<file path="src/rtl/fetch_stage_pkg.sv">
// Shared definitions for the instruction fetch stage.
//   fetch_state_t : fetch sequencer states
//   NOP_INSTR     : instruction presented while no valid fetch is held
//   INSTR_BYTES   : PC increment per instruction
package fetch_stage_pkg;

  typedef enum logic [1:0] {
    StIssue,  // drive a request for r_pc
    StWait,   // request outstanding, waiting for the response
    StHold,   // instruction captured and presented to decode
    StFlush   // outstanding response belongs to a squashed path
  } fetch_state_t;

  localparam logic [31:0] NOP_INSTR   = 32'h0000_0000;
  localparam logic [31:0] INSTR_BYTES = 32'd4;

endpackage

</file>
<file path="src/rtl/fetch_stage.sv">
// Instruction fetch stage with a single outstanding request to instruction memory.
//
// Ports:
//   clk          : clock, all state updates on the rising edge
//   reset        : synchronous active-low reset
//   StallF       : hold the presented instruction
//   PCSrcD       : taken branch resolved in decode, target PcBranchD
//   JumpD        : jump resolved in decode, target PcJumpD
//   imem_req     : one-cycle request strobe, address on imem_addr
//   imem_valid   : response strobe, instruction word on imem_rdata
//   instrF       : fetched instruction (nop when FetchValidF is low)
//   PcPlus4F     : PC of instrF plus 4
//   FetchValidF  : instrF/PcPlus4F hold a valid instruction
//   FetchBusy    : inverse of FetchValidF
module fetch_stage
  import fetch_stage_pkg::*;
#(
  parameter logic [31:0] RESET_PC = 32'h0000_0000
) (
  input  logic        clk,
  input  logic        reset,
  input  logic        StallF,
  input  logic        PCSrcD,
  input  logic [31:0] PcBranchD,
  input  logic        JumpD,
  input  logic [31:0] PcJumpD,
  output logic        imem_req,
  output logic [31:0] imem_addr,
  input  logic        imem_valid,
  input  logic [31:0] imem_rdata,
  output logic [31:0] instrF,
  output logic [31:0] PcPlus4F,
  output logic        FetchValidF,
  output logic        FetchBusy
);

  fetch_state_t r_state;
  logic [31:0]  r_pc;
  logic [31:0]  r_ibuf;
  // Set while reset is sampled low; holds off the first request until a rising
  // edge has seen reset released, so imem_req never depends on the reset pin.
  logic         r_in_reset;

  logic        w_redirect;
  logic [31:0] w_target;
  logic [31:0] w_pc_plus4;

  // PCSrcD has priority over JumpD; targets are forced word aligned.
  assign w_redirect = PCSrcD | JumpD;
  assign w_target   = (PCSrcD ? PcBranchD : PcJumpD) & ~32'h0000_0003;
  assign w_pc_plus4 = r_pc + INSTR_BYTES;

  always_ff @(posedge clk) begin
    if (!reset) begin
      r_pc       <= RESET_PC;
      r_ibuf     <= NOP_INSTR;
      r_state    <= StIssue;
      r_in_reset <= 1'b1;
    end else begin
      r_in_reset <= 1'b0;
      case (r_state)
        StIssue: begin
          // imem_valid here is a protocol violation and is ignored.
          if (!r_in_reset) begin
            if (w_redirect) begin
              // Request already went out for the old PC; drop its response.
              r_pc    <= w_target;
              r_state <= StFlush;
            end else begin
              r_state <= StWait;
            end
          end
        end
        StWait: begin
          if (w_redirect) begin
            r_pc    <= w_target;
            r_state <= imem_valid ? StIssue : StFlush;
          end else if (imem_valid) begin
            r_ibuf  <= imem_rdata;
            r_state <= StHold;
          end
        end
        StHold: begin
          // Redirect overrides the stall.
          if (w_redirect) begin
            r_pc    <= w_target;
            r_state <= StIssue;
          end else if (!StallF) begin
            r_pc    <= w_pc_plus4;
            r_state <= StIssue;
          end
        end
        StFlush: begin
          if (w_redirect) begin
            r_pc <= w_target;
          end
          if (imem_valid) begin
            r_state <= StIssue;
          end
        end
        default: r_state <= StIssue;
      endcase
    end
  end

  // Outputs decode registered state only.
  assign imem_req    = (r_state == StIssue) && !r_in_reset;
  assign imem_addr   = {r_pc[31:2], 2'b00};
  assign FetchValidF = (r_state == StHold);
  assign FetchBusy   = ~FetchValidF;
  assign instrF      = FetchValidF ? r_ibuf : NOP_INSTR;
  assign PcPlus4F    = w_pc_plus4;

endmodule

</file>
<file path="config.mk">
export PLATFORM = sky130hd
export DESIGN_NAME = fetch_stage
export DESIGN_NICKNAME = d
export VERILOG_FILES = /design/src/rtl/fetch_stage_pkg.sv /design/src/rtl/fetch_stage.sv
export SDC_FILE = /design/constraint.sdc
export NUM_CORES = 1
export LEC_CHECK = 0
export CAP_MARGIN = 0
export CELL_PAD_IN_SITES_DETAIL_PLACEMENT = 1
export CELL_PAD_IN_SITES_GLOBAL_PLACEMENT = 1
export CORE_MARGIN = 3
export CORE_UTILIZATION = 28
export CTS_CLUSTER_SIZE = 30
export DETAILED_ROUTE_END_ITERATION = 7
export MAX_ROUTING_LAYER = met4
export PLACE_DENSITY_LB_ADDON = 0.08
export SKIP_CTS_REPAIR_TIMING = 1
export SYNTH_ARGS = -nofsm -noshare
export SYNTH_HDL_FRONTEND = slang
export SYNTH_SLANG_ARGS = --single-unit
</file>
<file path="constraint.sdc">
create_clock -name clk -period 2.2 [get_ports clk]
set_input_delay 0.22 -clock clk [delete_from_list [all_inputs] [get_ports clk]]
set_output_delay 0.22 -clock clk [all_outputs]
set_load 0.1 [all_outputs]
</file>
==> metrics <==
delay of the slowest critical-path stage=0.59 ns; Seq/Total Area, Yosys=between 30% and 40%; Peak supply drop=0.000511 V; Lkg Pwr=around 3.3 nW; Final Max Slew Viols=0; post-DR vias/cell=5.16; Routed WL per cell=18.3 microns; vias in the first global route=5211; Sink Count=65; Initial Utilization=roughly 29%; synthesized flop and latch total=between 60 and 70; layout cells sized above 1=38.0%; final std cells w/o fill=957; synthesized area per cell=7.47 sq um; total gr overflow=0; adder-cell share of the synthesized area=0.306%; H-tree depth=3; fin worst setup slack=-0.275 ns; status=complete, but fails checks; most frequent cells in the layout=96 x clkdlybuf4s50_1, 89 x nand2_1, 89 x buf_4; Placer Congestion=0.852; asr flop ratio synth=0%; diode count=0; Setup CP Type=register to output port; top cells by area, synth=dfxtp_1 32%, nand2_1 8.9%, mux2i_1 7.8%, a21oi_1 6.5%, and2_1 4.9%; Die Footprint=16100 sq um; PwrDens=593 nW/um^2; initial antenna violation count=0; Synth Area in Compound Gates=between 10% and 20%; Syn Std Cell Area=4090 sq um; Worst path top cell family by delay=simple AND/OR/NAND/NOR gates; via count=4940; Cells after Synth=approximately 550; number of enable flip-flop cells after synthesis=0; final hold violation count=0; HP Class=input pin to register; largest family of logic cells by synthesized area=simple AND/OR/NAND/NOR gates; FMAX=404 MHz; largest net degree at the start of global routing=43; post-synth top area cell=dfxtp_1; failing checks=negative setup slack; Total Routing Usage GR=21.7%; skew final=0.00468 ns; first-pass GRT wire length=27300 microns; worst-path fanout max=4; slew at the pin with the worst max-slew slack=0.542 ns; Root Driver=clkbuf_16; mux cell area share after synthesis=9.22%; worst path cell trace=and4_4 -> nand4_1 -> or4_4 -> nor2_4 -> xnor2_4 -> buf_12; Min Hold Slack=approximately 0.43 ns; dominant synthesized flop cell=dfxtp_1; final period utilization=113%; Final Critical Period=between 2 and 2.5 ns; port bufs=192; row count=43; Skew-Pair Late Insertion Delay=0.34 ns; total routed wirelength=between 15000 and 20000 microns; Synth cell types=51; Placed Cells=between 900 and 1000; post-route ant nets=0; post-synthesis simple-gate area fraction=between 30% and 40%; area share of the largest cell type after synthesis=31.8%; IO Count=roughly 200; TritonCTS Buffers=9; DRT iter0 DRCs=256; Critical path buffers and inverters=1; Syn. warnings=0; Post-DP HPWL=~13000 microns; Core ar.=14100 sq um; Max-cap violations=0; Critical Path AT=2.26 ns; Layout Area Growth over Synthesis=102%; Slew Limit Headroom=62.9%; clock slew at reported path FFs=0.05 ns; Crit-path slowest cell=or4_4; most common cell after layout, fill and taps aside=clkdlybuf4s50_1; total power=4.90 mW; Max clock buf depth=2; critical path capture point type=output port; Die Span Y=127 microns; RSZ-0062 raised after global routing=yes; CP startpoint kind=register; Req. time, crit path=between 1.5 and 2 ns; xor/xnor cell area share of the yosys netlist=6.22%; # DRC=0; DIE WIDTH=127 microns; DRT Pass-1 Iters=4; CTS tree=done; nets@finish=875; Final Setup Violations=18
layout make-up:
cell class | instances | area, sq um
clock buffer | 12 | 268
multi-input combinational | 431 | 3300
clock inverter | 4 | 22.5
inverter | 5 | 22.5
sequential | 65 | 1390
tap | 180 | 225
fill | 1555 | 5830
timing repair buffer | 260 | 3040
worst min-delay path, cell delays in order:
cell,delay [ns]
buf_2,0.18
nor3_1,0.11
xor2_1,0.13
a211oi_1,0.07
final timing paths:
check	startpoint	to	slack, ns	cells after the start
max	r_pc[9]	PcPlus4F[29]	-0.28	6
min	PCSrcD	r_state[1]	0.43	4
min reg2reg	r_ibuf[0]	r_ibuf[0]	0.45	2
max reg2reg	r_state[1]	r_pc[23]	0.06	7
routing by layer:
| layer | track usage [%] | up-vias | wire [microns] |
|---|---|---|---|
| met5 | - | - | 0 |
| met4 | 5.80 | 0 | 363 |
| met3 | 6.53 | 22 | 1210 |
| met2 | 38.2 | 165 | 9240 |
| met1 | 23.9 | 2392 | 6740 |
| li1 | - | 2361 | - |
stage by stage:
step / util, % / setup TNS [ns] / area (sq um) / setup slack (ns)
6_report: 58.6 / -2.15 / 8260 / -0.275
4_1_cts: 56.7 / -2.33 / 7990 / -0.305
3_3_place_gp: 54.6 / 0 / 7700 / 0.0391
2_1_floorplan: - / -3.28 / 4910 / -0.588
5_1_grt: 58.6 / -3.71 / 8260 / -0.374
3_5_place_dp: 54.6 / 0 / 7700 / 0.0276
cells by family after synthesis:
| group | count (synthesis) |
|---|---|
| AO/OA/AOI/OAI | 104 |
| XOR/XNOR | 29 |
| adder cells (fa/ha/maj) | 1 |
| buffers and inverters | 54 |
| flip-flops | 65 |
| multiplexers | 37 |
| other | 1 |
| AND/OR/NAND/NOR | 256 |
where the power goes:
group / total, mW / internal, mW / switching, mW / leakage (nW)
Sequential: 1.36 / 1.25 / 0.108 / 0.547
Combinational: 2.14 / 0.744 / 1.40 / 2.65
Clock: 1.40 / 0.859 / 0.540 / 0.148
Total: 4.90 / 2.86 / 2.05 / 3.34
cell usage after synthesis (all sizes together), types with 3 or more instances:
cell	n
o211ai	4
xor2	10
nand4	14
nand2b	3
and3	11
nand2	97
and2	32
and4	6
a21oi	53
nor3b	5
mux2	5
inv	4
mux2i	32
nor4	8
xnor2	19
a211oi	3
o22ai	7
o21a	4
clkbuf	29
o21ai	14
dfxtp	65
nor3	17
nor2	40
buf	20
nand3	17
a31oi	5
registers in the layout (all words and copies together) (netlist names):
signal and count:
r_state 2, r_pc 30, r_in_reset 1, r_ibuf 32
Note: power is estimated with default switching activity, not from simulation.
